===== src/rtl/seg_scan_ctrl_if.sv =====
// seg_scan_ctrl_if -- host write port of the display scan controller.
//
// Carries the four BCD digit values from the host register logic into the
// scan controller with a valid/ready handshake.
//   wr_valid  host -> block   write request
//   wr_ready  block -> host   block can accept a write
//   wr_data   host -> block   digit values, [3:0] digit 0 .. [15:12] digit 3
//
// Modports: master = host side, slave = scan controller side.
interface seg_scan_ctrl_if;
  logic        wr_valid;
  logic        wr_ready;
  logic [15:0] wr_data;

  modport master (output wr_valid, output wr_data, input wr_ready);
  modport slave  (input wr_valid, input wr_data, output wr_ready);
endinterface


===== src/rtl/seg_scan_ctrl.sv =====
// seg_scan_ctrl -- 4-digit multiplexed 7-segment scan controller.
//
// Holds four BCD digits behind a valid/ready write port (shadow/active double
// buffer, committed at frame boundaries), scans them onto a shared BCD bus
// with active-low one-hot anode enables, and applies per-slot brightness PWM
// with phase 0 of every slot kept dark as a ghosting guard.
//
// Timing: one PWM phase = PHASE_CYC cycles, one slot = 8 phases,
// one frame = 4 slots (digit 0 first).
//
// Ports:
//   clk         rising-edge clock
//   rst         synchronous active-high reset
//   wr          seg_scan_ctrl_if.slave write port (wr_valid/wr_ready/wr_data)
//   bright      brightness, lit phases per slot (0 = dark, 7 = 7/8 duty)
//   an          anode enables, active-low, at most one low
//   bcd         BCD code of the digit being scanned
//   frame_tick  one-cycle pulse in the first cycle of each frame
//
// Optional feature: define SEG_LZ_BLANK_EN for leading-zero blanking of
// digits 3..1 (bcd still driven, only the anode is suppressed).
module seg_scan_ctrl #(
  parameter int PHASE_CYC = 12500
) (
  input  logic              clk,
  input  logic              rst,
  seg_scan_ctrl_if.slave    wr,
  input  logic [2:0]        bright,
  output logic [3:0]        an,
  output logic [3:0]        bcd,
  output logic              frame_tick
);

  localparam int CW = (PHASE_CYC > 1) ? $clog2(PHASE_CYC) : 1;
  localparam logic [CW-1:0] CYC_LAST = CW'(PHASE_CYC - 1);

  logic [CW-1:0] cyc_reg, cyc_next;
  logic [2:0]    phase_reg, phase_next;
  logic [1:0]    sel_reg, sel_next;
  logic [15:0]   active_reg, active_next;
  logic [15:0]   shadow_reg;
  logic          pending_reg;
  logic [2:0]    bright_q_reg;

  logic          cyc_wrap, slot_end, boundary, commit, accept;
  logic [3:0]    blank_next;
  logic [3:0]    an_next, bcd_next;

  assign wr.wr_ready = !pending_reg;

  always_comb begin
    cyc_wrap    = (cyc_reg == CYC_LAST);
    slot_end    = cyc_wrap && (phase_reg == 3'd7);
    boundary    = slot_end && (sel_reg == 2'd3);
    cyc_next    = cyc_wrap ? '0 : cyc_reg + CW'(1);
    phase_next  = cyc_wrap ? phase_reg + 3'd1 : phase_reg;
    sel_next    = slot_end ? sel_reg + 2'd1 : sel_reg;
    // accept needs !pending and commit needs pending, so they never coincide;
    // a write taken on the boundary cycle therefore waits a full frame.
    commit      = boundary && pending_reg;
    accept      = wr.wr_valid && !pending_reg;
    active_next = commit ? shadow_reg : active_reg;
  end

`ifdef SEG_LZ_BLANK_EN
  // Digit k is blanked when it and every more-significant digit are zero.
  assign blank_next[0] = 1'b0;
  for (genvar gi = 1; gi < 4; gi++) begin : g_lz
    assign blank_next[gi] = (active_next[15:4*gi] == '0);
  end
`else
  assign blank_next = 4'b0000;
`endif

  // Outputs are registered from the next counter/buffer state so that they
  // line up with the counters: the first cycle of a frame shows frame_tick
  // together with the freshly committed digit 0 on bcd.
  always_comb begin
    bcd_next = active_next[{sel_next, 2'b00} +: 4];
    an_next  = 4'hF;
    // bright_q_reg is stable here: it only changes entering phase 0.
    if (phase_next != 3'd0 && phase_next <= bright_q_reg && !blank_next[sel_next])
      an_next[sel_next] = 1'b0;
  end

  always_ff @(posedge clk) begin
    if (rst) begin
      cyc_reg      <= '0;
      phase_reg    <= '0;
      sel_reg      <= '0;
      active_reg   <= '0;
      shadow_reg   <= '0;
      pending_reg  <= 1'b0;
      bright_q_reg <= '0;
      an           <= 4'hF;
      bcd          <= 4'h0;
      frame_tick   <= 1'b0;
    end else begin
      cyc_reg    <= cyc_next;
      phase_reg  <= phase_next;
      sel_reg    <= sel_next;
      active_reg <= active_next;
      if (commit) begin
        pending_reg <= 1'b0;
      end else if (accept) begin
        shadow_reg  <= wr.wr_data;
        pending_reg <= 1'b1;
      end
      // Loaded at the slot edge so it holds the new slot's brightness from
      // the slot's first cycle; the slot right after reset stays dark.
      if (slot_end)
        bright_q_reg <= bright;
      an         <= an_next;
      bcd        <= bcd_next;
      frame_tick <= boundary;
    end
  end

endmodule


===== src/flat_wrapper.sv =====
// flat-port wrapper written by rule: the top's interface ports become plain ports
module seg_scan_ctrl_flat 
#(
  parameter int PHASE_CYC = 12500
)
  (clk, rst, bright, an, bcd, frame_tick, wr_wr_valid, wr_wr_data, wr_wr_ready);
  seg_scan_ctrl_if wr_i ();
  input  logic clk;
  input  logic rst;
  input  logic [2:0] bright;
  output logic [3:0] an;
  output logic [3:0] bcd;
  output logic frame_tick;
  input wire logic [$bits(wr_i.wr_valid)-1:0] wr_wr_valid;
  input wire logic [$bits(wr_i.wr_data)-1:0] wr_wr_data;
  output wire logic [$bits(wr_i.wr_ready)-1:0] wr_wr_ready;
  assign wr_i.wr_valid = wr_wr_valid;
  assign wr_i.wr_data = wr_wr_data;
  assign wr_wr_ready = wr_i.wr_ready;
  seg_scan_ctrl #(.PHASE_CYC(PHASE_CYC)) u_core (.clk(clk), .rst(rst), .wr(wr_i), .bright(bright), .an(an), .bcd(bcd), .frame_tick(frame_tick));
endmodule

===== config.mk =====
export PLATFORM = sky130hd
export DESIGN_NAME = seg_scan_ctrl_flat
export DESIGN_NICKNAME = d
export VERILOG_FILES = /design/src/rtl/seg_scan_ctrl_if.sv /design/src/rtl/seg_scan_ctrl.sv /design/src/flat_wrapper.sv
export SDC_FILE = /design/constraint.sdc
export NUM_CORES = 1
export LEC_CHECK = 0
export ABC_AREA = 1
export BUFFER_PORTS_ARGS = -buffer_cell sky130_fd_sc_hd__buf_2
export CORE_ASPECT_RATIO = 1.1
export CORE_MARGIN = 4
export CORE_UTILIZATION = 30
export CTS_BUF_LIST = sky130_fd_sc_hd__clkbuf_4 sky130_fd_sc_hd__clkbuf_8 sky130_fd_sc_hd__clkbuf_16
export DETAILED_ROUTE_END_ITERATION = 6
export HOLD_SLACK_MARGIN = 0.02
export PLACE_DENSITY = 0.58
export SLEW_MARGIN = 0
export SYNTH_ARGS = -nofsm -noshare
export SYNTH_HDL_FRONTEND = slang
export SYNTH_SLANG_ARGS = --single-unit

===== constraint.sdc =====
create_clock -name clk -period 6.35 [get_ports clk]
set_clock_uncertainty 0.2 [all_clocks]
set_input_delay 1.5875 -clock clk [delete_from_list [all_inputs] [get_ports clk]]
set_output_delay 1.5875 -clock clk [all_outputs]
set_load 0.1 [all_outputs]

==> metrics.yaml, run 1 <==
status: "finished clean"
mappedNetlistNets: 416
cts_hold_buf: 0
ys_async_sr_fraction_pct: 0
fin_crit_sh_pct: 47.8
synth_edf_count: 0
clk_path_buf_depth: 2
vias: 2513
clk_pin_slew_worst_paths_ns: 0.07
root_buffer: "clkbuf_8"
p_per_area_mw_per_mm2: 239
path_class: "input port to flop"
wl_per_cell_um: 12.1
critPathMaxFanout: 17
place_congestion: 0.811
max_freq_ghz: 0.329
r2r_slack_ns: 3.80
worstPathArrival_ns: 3.07
rsz0062_at_grt: "false"
critical_path.cell_chain: "buf_2, inv_1, nor2_1, inv_1, nor2_1, nor2_1"
drtIter0Drc: 85
synth-seq-cells: 64
reg2regPathDepth: 14
seq_area_mm2: 0.00128
yosysTopAreaCellShare_pct: 42.2
worstHoldStart: "u_core.cyc_reg[0]$_SDFF_PP0_"
cts_tree: "built"
hp-class: "flop to flop"
die_w_um: 104
start_kind: "input port"
cts-buffers-inserted: 9
yosys_warnings: 0
synth.avg_cell_area_um2: 7.84
r2r-end: "u_core.an[3]$_SDFF_PP1_"
slowest_stage: "nor2_1"
max_stage_delay_ns: 0.64
synthTopCellsByArea: "dfxtp_1 42%, nand2_1 10%, nor2_1 7.4%"
floorplan.rows: 38
grt_max_degree: 30
grt_pass1_wl_um: 11500
fill_cells: 1084
cts_setup_buffers: 0
vias_per_cell: 4.64
portBuffers: 31
hold_end: "u_core.cyc_reg[0]$_SDFF_PP0_"
cts_resized: 0
relSlewSlack_pct: 42.6
end_kind: "flop"
fp.coreArea_mm2: 0.00989
dieArea_mm2: 0.0118
die_h_um: 114
routed_wirelength_um: 6580
ys.flop_type: "dfxtp_1"
cp.required_ns: 6.38
grtUsageTotal_pct: 12.1
antenna_found_initial: 0
grt_remaining_overflow: 0
hold_path_depth: 1
fin_util_pct: 34.8
hold_viol_final: 0
h-tree-depth: 3
crit_cells: 6
num_antenna_cells: 0
ir_drop_mv: 0.151
dpl.hpwl_um: 4680
setup_viol_count_final: 0
start_util_pct: 30.7
period_needed_ns: 3.04
multi_input_area_mm2: 0.00153
ys_seq_area_share_pct: 42.2
yosysTopAreaCell: "dfxtp_1"
slew_viol_final: 0
firstDrtPassIters: 4
ys_types: 39
drive_gt1_share_pct: 23.7
fin_tns_setup_ns: 0
clk_latency_ns: 0.35
grt_pass1_vias: 2497
p_leak_nw: 1.54
crit_buf_inv: 3
path_delay_family: "simple AND/OR/NAND/NOR gates"
syn-instance-count: 387
crit_top_cell: "nor2_1"
worstMarginPinSlew_ns: 0.858
fin_nets: 446
drc_errors: 0
reg2reg_from: "u_core.cyc_reg[0]$_SDFF_PP0_"
synth.cell_area_mm2: 0.00304
maxCapViolCount: 0
ioPinCount: 32
ant_nets: 0
syn_to_final_growth_pct: 13.4
cts_sinks: 64
metrics by stage:
step           power, mW  instances  hold slack, ns  area [um2]  setup slack, ns
3_5_place_dp       0.469        526           0.258        3240             2.95
5_1_grt            0.859        542           0.285        3440             3.02
4_1_cts            0.832        542           0.273        3440             3.32
2_1_floorplan      0.455        387           0.230        3040             3.33
6_report           0.823        542           0.266        3440             3.31
3_3_place_gp       0.468        526           0.243        3240             3.00
report_power, final:
group | internal, mW | switching (mW) | leakage [nW]
clock network | 0.193 | 0.170 | 0.0989
registers | 0.411 | 0.00728 | 0.520
logic | 0.0128 | 0.0288 | 0.917
cell usage in the layout (no fill, tap or decap), types with 7 or more instances in the layout:
master,n
o21ai_0,21
nor2_1,60
inv_1,22
ha_1,7
dfxtp_1,64
nand3_1,19
nand3_2,10
nand2_2,12
nand2_1,83
buf_2,31
clkbuf_8,10
a21oi_1,30
Yosys cell counts (2+ instances only):
master and n:
nor3_2 3, nor3_1 2, or2_0 2, nor2_1 60, inv_2 6, nand2_4 2, buf_6 5, ha_1 7
nor2_4 5, nand2_2 12, nand2_1 83, o21a_1 2, nand3_2 10, clkbuf_1 4, nor2_8 2, a21oi_1 30
nand4_1 2, nor2_2 6, nand3_4 2, nand3_1 19, inv_1 22, dfxtp_1 64, o21ai_0 21
layer usage:
| metal | vias up | global-route usage [%] | wire length [um] |
|---|---|---|---|
| li1 | 1312 | - | - |
| met1 | 1153 | 15.7 | 3290 |
| met2 | 37 | 19.2 | 2920 |
| met3 | 11 | 2.60 | 224 |
| met4 | 0 | 5.85 | 144 |
| met5 | - | 0 | 0 |
cell families (layout without fill, tap and decap cells):
group,Yosys count,in the layout,synth area share (%)
xor gates and xnor gates,1,1,0.289
and+or+nand+nor,215,215,37.0
adders and majority gates,7,7,2.89
AOI/OAI and AO/OA,58,58,10.2
DFF,64,64,42.2
buffers and inverters,42,77,7.42
area by class of cell:
cell class,count,share of cell area [%]
timing repair buffer,32,4.73
clock inverter,6,1.96
clock buffer,10,4.00
sequential,64,37.2
inverter,29,3.31
tap,120,4.36
multi-input combinational,281,44.4
worst max-delay path by stage:
stage	from	end	slack [ns]
after floorplan	u_core.pending_reg$_SDFFE_PP0P_	wr_wr_ready	3.33
after global placement	wr_wr_valid	u_core.shadow_reg[6]$_SDFFE_PP0P_	3.00
after detailed placement	wr_wr_valid	u_core.shadow_reg[3]$_SDFFE_PP0P_	2.95
after CTS	wr_wr_valid	u_core.shadow_reg[3]$_SDFFE_PP0P_	3.32
after global routing	wr_wr_valid	u_core.shadow_reg[8]$_SDFFE_PP0P_	3.02
final	wr_wr_valid	u_core.shadow_reg[15]$_SDFFE_PP0P_	3.31
(Power assumes the default switching activity.)
==> inputs of run 2 (changes only) <==
--- a/config.mk
+++ b/config.mk
@@ -5,7 +5,7 @@
 export SDC_FILE = /design/constraint.sdc
 export NUM_CORES = 1
 export LEC_CHECK = 0
-export ABC_AREA = 1
+export ABC_AREA = 0
 export BUFFER_PORTS_ARGS = -buffer_cell sky130_fd_sc_hd__buf_2
 export CORE_ASPECT_RATIO = 1.1
 export CORE_MARGIN = 4
@@ -13,7 +13,7 @@
 export CTS_BUF_LIST = sky130_fd_sc_hd__clkbuf_4 sky130_fd_sc_hd__clkbuf_8 sky130_fd_sc_hd__clkbuf_16
 export DETAILED_ROUTE_END_ITERATION = 6
 export HOLD_SLACK_MARGIN = 0.02
-export PLACE_DENSITY = 0.58
+export PLACE_DENSITY = 0.6
 export SLEW_MARGIN = 0
 export SYNTH_ARGS = -nofsm -noshare
 export SYNTH_HDL_FRONTEND = slang
==> constraint.sdc (replaced) <==
create_clock -name clk -period 2.7 [get_ports clk]
set_clock_uncertainty 0.2 [all_clocks]
set_input_delay 0.675 -clock clk [delete_from_list [all_inputs] [get_ports clk]]
set_output_delay 0.675 -clock clk [all_outputs]
set_load 0.1 [all_outputs]
==> run 2 against run 1 <==
  * The run now ends with setup timing left
  * Area after synthesis shrank 11%
  * Synthesized cell count shrank 23%
  * Critical endpoint is now u_core.an[3]$_SDFF_PP1_
  * Hold slack got worse by 0.0063 ns
  * Flip-flop and latch count did not move
  * Via count is 7.5% lower
  * Non-clock buffer count grew 52
  * Register-to-register slack worse by 3.9 ns
  * First-iteration DRC count shrank 22%
  * Largest power group unchanged
  * Core utilization grew 9.2 points
  * Sequential share of layout area decreased by 4.0 points
==> metrics.yaml, run 2 <==
fin_tns_setup_ns: -0.453  # was 0 ns
critical_path.cell_chain: "or3_4, nor4_4, mux2_4, ha_4, nor2b_1, o21ai_1, a32oi_2, a2111oi_2, nand2b_1"  # was buf_2, inv_1, nor2_1, inv_1, nor2_1, nor2_1
ir_drop_mv: 0.219  # was 0.151 mV
cts-buffers-inserted: 9  # unchanged
portBuffers: 31  # unchanged
clk_latency_ns: 0.34  # was 0.35 ns
use_met2_pct: 23.4  # was 19.2%
cts_sinks: 64  # unchanged
ys_types: 38  # was 39
grt_remaining_overflow: 0  # unchanged
fp.coreArea_mm2: 0.00883  # was 0.00989 mm2
ys_seq_area_share_pct: 47.6  # was 42.2%
critPathMaxFanout: 4  # was 17
fill_cells: 885  # was 1,084
path_class: "flop to flop"  # was input port to flop
use_met1_pct: 15.7  # about the same
worstPathArrival_ns: 2.83  # was 3.07 ns
grt_pass1_wl_um: 11200  # was 11,500 um
layout_common_cells: "57 x dfxtp_1, 49 x buf_4, 41 x nand2_1, 41 x nor2_1, 31 x buf_2"  # was 83 x nand2_1, 64 x dfxtp_1, 60 x nor2_1
setup_viol_count_final: 7  # was 0
start_kind: "flop"  # was input port
vias: 2325  # was 2,513
maxCapViolCount: 0  # unchanged
p_per_area_mw_per_mm2: 512  # was 239 mW/mm2
ioPinCount: 32  # unchanged
synthTopCellsByCount: "64 x dfxtp_1, 41 x nand2_1, 41 x nor2_1"  # was 83 x nand2_1, 64 x dfxtp_1, 60 x nor2_1
use_met3_pct: 2.20  # was 2.60%
drive_gt1_share_pct: 37.3  # was 23.7%
fin_nets: 408  # was 446
syn-instance-count: 297  # was 387
fin_crit_sh_pct: 104
floorplan.rows: 36  # was 38
cp.required_ns: 2.72  # was 6.38 ns
hold_viol_final: 0  # unchanged
dp_slack_ns: -0.119  # was 2.95 ns
end_kind: "flop"  # unchanged
yosysTopAreaCellShare_pct: 47.6  # was 42.2%
h-tree-depth: 3  # unchanged
ys_async_sr_fraction_pct: 0  # unchanged
worstMarginPinSlew_ns: 0.553  # was 0.858 ns
die_w_um: 98.4  # was 104 um
place_congestion: 0.832  # was 0.811
path_delay_family: "simple AND/OR/NAND/NOR gates"  # unchanged
grtUsageTotal_pct: 13.3  # was 12.1%
drtIter0Drc: 66  # was 85
synth_edf_count: 0  # unchanged
max_stage_delay_ns: 0.43  # was 0.64 ns
max_freq_ghz: 0.356
p_leak_nw: 1.59  # was 1.54 nW
grt_pass1_vias: 2461  # was 2,497
mappedNetlistNets: 326  # was 416
synth.avg_cell_area_um2: 9.07  # was 7.84 um2
yosys_warnings: 0  # unchanged
firstDrtPassIters: 4  # unchanged
ys.flop_type: "dfxtp_1"  # unchanged
yosysMostFrequentCell: "dfxtp_1"  # was nand2_1
num_antenna_cells: 0  # unchanged
dieArea_mm2: 0.0106  # was 0.0118 mm2
hold_ws_ns: 0.260  # was 0.266 ns
hp-class: "flop to flop"  # unchanged
routed_wirelength_um: 6810  # was 6580 um
relSlewSlack_pct: 63.0  # was 42.6%
synthTopCellsByArea: "dfxtp_1 48%, nand2_1 5.7%, nor2_1 5.7%"  # was dfxtp_1 42%, nand2_1 10%, nor2_1 7.4%
antenna_found_initial: 0  # unchanged
start_util_pct: 30.5  # was 30.7%
ant_nets: 0  # unchanged
die_h_um: 107  # was 114 um
grt_max_degree: 34  # was 30
clk_path_buf_depth: 2  # unchanged
rsz0062_at_grt: "true"  # was false
crit_buf_inv: 0  # was 3
vias_per_cell: 4.68  # was 4.64
syn_to_final_growth_pct: 44.3  # was 13.4%
status: "finished, violations left"  # was finished clean
drc_errors: 0  # unchanged
wl_per_cell_um: 13.7  # was 12.1 um
synth-seq-cells: 64  # unchanged
slowest_stage: "nor4_4"  # was nor2_1
yosysTopAreaCell: "dfxtp_1"  # unchanged
seq_area_mm2: 0.00129  # was 0.00128 mm2
root_buffer: "clkbuf_8"  # unchanged
dpl.hpwl_um: 4670  # was 4680 um
synth.cell_area_mm2: 0.00269  # was 0.00304 mm2
multi_input_area_mm2: 0.00160  # was 0.00153 mm2
grt-busiest-layer: "met2"  # unchanged
slew_viol_final: 0  # unchanged
period_needed_ns: 2.81
fin_ws_ns: -0.112  # was 3.31 ns
clk_pin_slew_worst_paths_ns: 0.08  # was 0.07 ns
layout_commonest_cell: "dfxtp_1"  # was nand2_1
violations: "setup timing"
cts_tree: "built"  # unchanged
==> run 2: cell types whose count changed in the layout (fill, tap and decap cells not counted), moves of 10 or more <==
cell / delta
nand2_2: -12
buf_4: +48
xor2_1: +11
nor2_1: -19
o21ai_0: -20
nand2_1: -42
inv_1: -15
nand3_2: -10
nand3_1: -16
==> run 2: timing repair <==
item	in CTS	in global routing
gates cloned	1	0
hold buffers	0	0
gates resized for setup	21	7
pin swaps	8	5
setup buffers	10	2
setup endpoints to repair	8	11
==> run 2: worst paths after layout <==
check	startpoint	end	slack, ns	cells after the start
worst max-delay path	u_core.cyc_reg[5]$_SDFF_PP0_	u_core.an[3]$_SDFF_PP1_	-0.11	9
worst min-delay path	u_core.shadow_reg[7]$_SDFFE_PP0P_	u_core.shadow_reg[7]$_SDFFE_PP0P_	0.26	2
worst max register to register	u_core.cyc_reg[5]$_SDFF_PP0_	u_core.an[3]$_SDFF_PP1_	-0.11	9
worst min register to register	u_core.shadow_reg[7]$_SDFFE_PP0P_	u_core.shadow_reg[7]$_SDFFE_PP0P_	0.26	2
==> run 2: logic make-up (layout without fill, tap and decap cells) <==
kind of cell	count (synthesis)	count (layout)	share of synthesized area, %
AO/OA/AOI/OAI	44	44	10.1
flip-flops	64	64	47.6
AND/OR/NAND/NOR	129	129	24.2
buffers and inverters	20	106	2.97
multiplexers	19	19	7.39
adder cells (fa/ha/maj)	7	7	3.25
XOR/XNOR	14	14	4.55
==> run 2: worst reg2reg max path: stages (launching register included) <==
cell and delay (ns):
dfxtp_2 0.33, or3_4 0.41, nor4_4 0.43, mux2_4 0.36, ha_4 0.22, nor2b_1 0.12, o21ai_1 0.15, a32oi_2 0.10
a2111oi_2 0.29, nand2b_1 0.09
==> run 2: power by group <==
group	switching, mW	internal [mW]	total (mW)
Combinational	0.0581	0.0396	0.0977
Clock	0.377	0.540	0.917
Sequential	0.0147	0.961	0.976
==> run 2: through the flow <==
step / utilization (%) / cell area (um2) / cells / power, mW
floorplan: - / 2830 / 297 / 1.05
CTS: 43.5 / 3840 / 495 / 2.01
global route: 44.0 / 3890 / 497 / 2.06
detailed placement: 38.1 / 3360 / 469 / 1.09
global placement: 38.1 / 3360 / 469 / 1.09
finish: 44.0 / 3890 / 497 / 1.99
==> run 2: metal layers <==
layer  up-vias  wire (um)
met5         -          0
li1       1183          -
met4         0        146
met2        43       3320
met1      1085       3140
met3        14        202
==> run 2: area by class of cell <==
cell class                      count  area share [%]
Multi-Input combinational cell    213            41.0
Sequential cell                    64            33.3
Timing Repair Buffer               84            15.7
Tap cell                          114            3.67
Clock buffer                       10            3.54
Clock inverter                      5            2.09
Inverter                            7           0.676
==> inputs of run 3 (changes only) <==
==> constraint.sdc (replaced) <==
create_clock -name clk -period 2.5 [get_ports clk]
set_clock_uncertainty 0.2 [all_clocks]
set_input_delay 0.625 -clock clk [delete_from_list [all_inputs] [get_ports clk]]
set_output_delay 0.625 -clock clk [all_outputs]
set_load 0.1 [all_outputs]
==> run 3 against run 2 <==
  * Final area grew 3.3%
  * The run still ends with setup timing left
  * First-iteration DRC count shrank 35%
  * Largest power group unchanged
  * Power fell by 0.86%
  * Clock-buffer cell count is 1 lower
  * Combinational power rose by 5%
  * Sequential power up 8%
  * Non-clock buffer count is 10 higher
  * Final cell count is 2.2% higher
  * Core utilization up 1.4 points
==> metrics.yaml, run 3 (synthesis gave the netlist of run 2 again) <==
status: "finished, violations left"  # unchanged
violations: "setup timing"  # unchanged
vias_per_cell: 4.62  # was 4.68
worstHoldStart: "u_core.shadow_reg[6]$_SDFFE_PP0P_"  # was u_core.shadow_reg[7]$_SDFFE_PP0P_
cp.required_ns: 2.56  # was 2.72 ns
cts_sinks: 64  # unchanged
start_util_pct: 30.5  # unchanged
layout_common_cells: "60 x buf_4, 57 x dfxtp_1, 41 x nand2_1, 41 x nor2_1, 31 x buf_2"  # was 57 x dfxtp_1, 49 x buf_4, 41 x nand2_1, 41 x nor2_1, 31 x buf_2
place_inst: 485  # was 469
final_cells: 508  # was 497
relSlewSlack_pct: 65.5  # was 63.0%
use_met1_pct: 16.6  # was 15.7%
p_sw_share_pct: 26.7  # was 22.6%
hp-class: "flop to flop"  # unchanged
cts-buffers-inserted: 9  # unchanged
fin_ws_ns: -0.223  # was -0.112 ns
place_congestion: 0.825  # was 0.832
routed_wirelength_um: 6820  # was 6810 um
fin_tns_setup_ns: -1.98  # was -0.453 ns
grt_remaining_overflow: 0  # unchanged
use_met2_pct: 21.5  # was 23.4%
worstPathArrival_ns: 2.78  # was 2.83 ns
ant_nets: 0  # unchanged
dpl.hpwl_um: 4720  # was 4670 um
power_frac_clock_pct: 41.4  # was 46.1%
dieArea_mm2: 0.0106  # unchanged
portBuffers: 31  # unchanged
firstDrtPassIters: 4  # unchanged
num_antenna_cells: 0  # unchanged
grt_max_degree: 27  # was 34
pwr-share-seq_pct: 53.3  # was 49.0%
fp.coreArea_mm2: 0.00883  # unchanged
r2r-end: "u_core.bcd[3]$_SDFF_PP0_"  # was u_core.an[3]$_SDFF_PP1_
hold_viol_final: 0  # unchanged
grtUsageTotal_pct: 13.2  # was 13.3%
h-tree-depth: 3  # unchanged
p_leak_nw: 1.63  # was 1.59 nW
drtIter0Drc: 43  # was 66
vias: 2349  # was 2,325
clk_path_buf_depth: 2  # unchanged
clk_latency_ns: 0.35  # was 0.34 ns
die_w_um: 98.4  # unchanged
hold_path_depth: 2  # unchanged
ioPinCount: 32  # unchanged
slew_viol_final: 0  # unchanged
path_class: "flop to flop"  # unchanged
setup_viol_count_final: 16  # was 7
grt_pass1_vias: 2375  # was 2,461
die_h_um: 107  # unchanged
fin_nets: 418  # was 408
worstMarginPinSlew_ns: 0.517  # was 0.553 ns
end_kind: "flop"  # unchanged
antenna_found_initial: 0  # unchanged
use_met3_pct: 2.79  # was 2.20%
grt-busiest-layer: "met2"  # unchanged
power.internal_mw: 1.45  # was 1.54 mW
hold_end: "u_core.shadow_reg[6]$_SDFFE_PP0P_"  # was u_core.shadow_reg[7]$_SDFFE_PP0P_
grt_pass1_wl_um: 11200  # about the same
p_sw_mw: 0.528  # was 0.450 mW
max_freq_ghz: 0.367  # was 0.356 GHz
cts_tree: "built"  # unchanged
clk_pin_slew_worst_paths_ns: 0.08  # about the same
drive_gt1_share_pct: 44.4  # was 37.3%
layout_commonest_cell: "buf_4"  # was dfxtp_1
critPathMaxFanout: 8  # was 4
floorplan.rows: 36  # unchanged
reg2reg_from: "u_core.phase_reg[0]$_SDFF_PP0_"  # was u_core.cyc_reg[5]$_SDFF_PP0_
rsz0062_at_grt: "true"  # unchanged
syn_to_final_growth_pct: 49.0  # was 44.3%
wl_per_cell_um: 13.4  # was 13.7 um
start_kind: "flop"  # unchanged
comb_power_share_pct: 5.2  # was 4.9%
ir_drop_mv: 0.201  # was 0.219 mV
p_per_area_mw_per_mm2: 492  # was 512 mW/mm2
reg2regPathDepth: 8  # was 9
r2r_slack_ns: -0.22  # was -0.11 ns
root_buffer: "clkbuf_8"  # unchanged
fin_crit_sh_pct: 109  # was 104%
period_needed_ns: 2.72  # was 2.81 ns
drc_errors: 0  # unchanged
maxCapViolCount: 0  # unchanged
==> run 3: changes by cell type in the layout (fill, tap and decap cells not counted), sizes merged <==
| cell | previous run | this run |
|---|---|---|
| buf | 84 | 94 |
| bufinv | 2 | 0 |
| clkbuf | 10 | 9 |
| clkinv | 2 | 1 |
| clkinvlp | 1 | 4 |
| inv | 7 | 9 |
==> run 3: area by class of cell <==
class                   count  area [um2]
clock inverters             7        56.3
clock buffers               9         124
multi-input cells         213        1700
inverters                   7        26.3
flip-flops and latches     64        1290
fillers                   880        4810
repair buffers             94         673
well taps                 114         143
==> run 3: worst max path at each step <==
stage                                               from                       end  slack, ns  cells past startpoint
after floorplan           u_core.phase_reg[1]$_SDFF_PP0_  u_core.bcd[0]$_SDFF_PP0_      -0.45                      7
after global placement    u_core.phase_reg[1]$_SDFF_PP0_  u_core.bcd[1]$_SDFF_PP0_      -0.30                      8
after detailed placement  u_core.phase_reg[1]$_SDFF_PP0_  u_core.bcd[2]$_SDFF_PP0_      -0.34                      8
after CTS                 u_core.phase_reg[0]$_SDFF_PP0_  u_core.bcd[0]$_SDFF_PP0_      -0.26                      8
after global routing        u_core.cyc_reg[5]$_SDFF_PP0_   u_core.an[3]$_SDFF_PP1_      -0.29                      9
final                     u_core.phase_reg[0]$_SDFF_PP0_  u_core.bcd[3]$_SDFF_PP0_      -0.22                      8
==> run 3: worst max-delay path: stages, from the launching register on <==
cell,delay (ns)
dfxtp_4,0.36
ha_4,0.13
ha_4,0.12
or4b_4,0.45
or4_4,0.46
buf_12,0.17
mux2i_2,0.15
mux2_4,0.27
a2111oi_4,0.32
==> run 3: stage by stage <==
step / power [mW] / util [%] / cell area (um2) / worst slack [ns] / hold WS [ns]
after global routing: 2.06 / 45.5 / 4010 / -0.286 / 0.301
after global placement: 1.18 / 40.1 / 3540 / -0.299 / 0.252
after CTS: 2.00 / 44.1 / 3900 / -0.257 / 0.268
after detailed placement: 1.18 / 40.1 / 3540 / -0.344 / 0.257
after floorplan: 1.13 / - / 2890 / -0.454 / 0.217
final: 1.97 / 45.5 / 4010 / -0.223 / 0.261
==> run 3: repair_timing <==
item,in CTS,in global routing
pin swaps,6,5
hold buffers,0,0
buffers inserted,4,2
gates cloned,1,0
gates resized for setup,20,16
endpoints found under the setup margin,17,16
hold endpoints to repair,0,0
==> run 3: power groups by stage <==
| stage | Clock, mW | Combinational (mW) | Sequential, mW |
|---|---|---|---|
| 3_3_place_gp | 0 | 0.102 | 1.08 |
| 6_report | 0.818 | 0.103 | 1.05 |
| 5_1_grt | 0.886 | 0.118 | 1.06 |
| 4_1_cts | 0.843 | 0.105 | 1.05 |
| 2_1_floorplan | 0 | 0.0585 | 1.07 |
| 3_5_place_dp | 0 | 0.103 | 1.08 |
==> run 3: layer usage <==
metal | wire [um] | share of wire, % | up-vias
li1 | - | - | 1206
met1 | 3160 | 46 | 1092
met2 | 3280 | 48 | 36
met3 | 221 | 3.2 | 15
met4 | 147 | 2.2 | 0
met5 | 0 | 0 | -
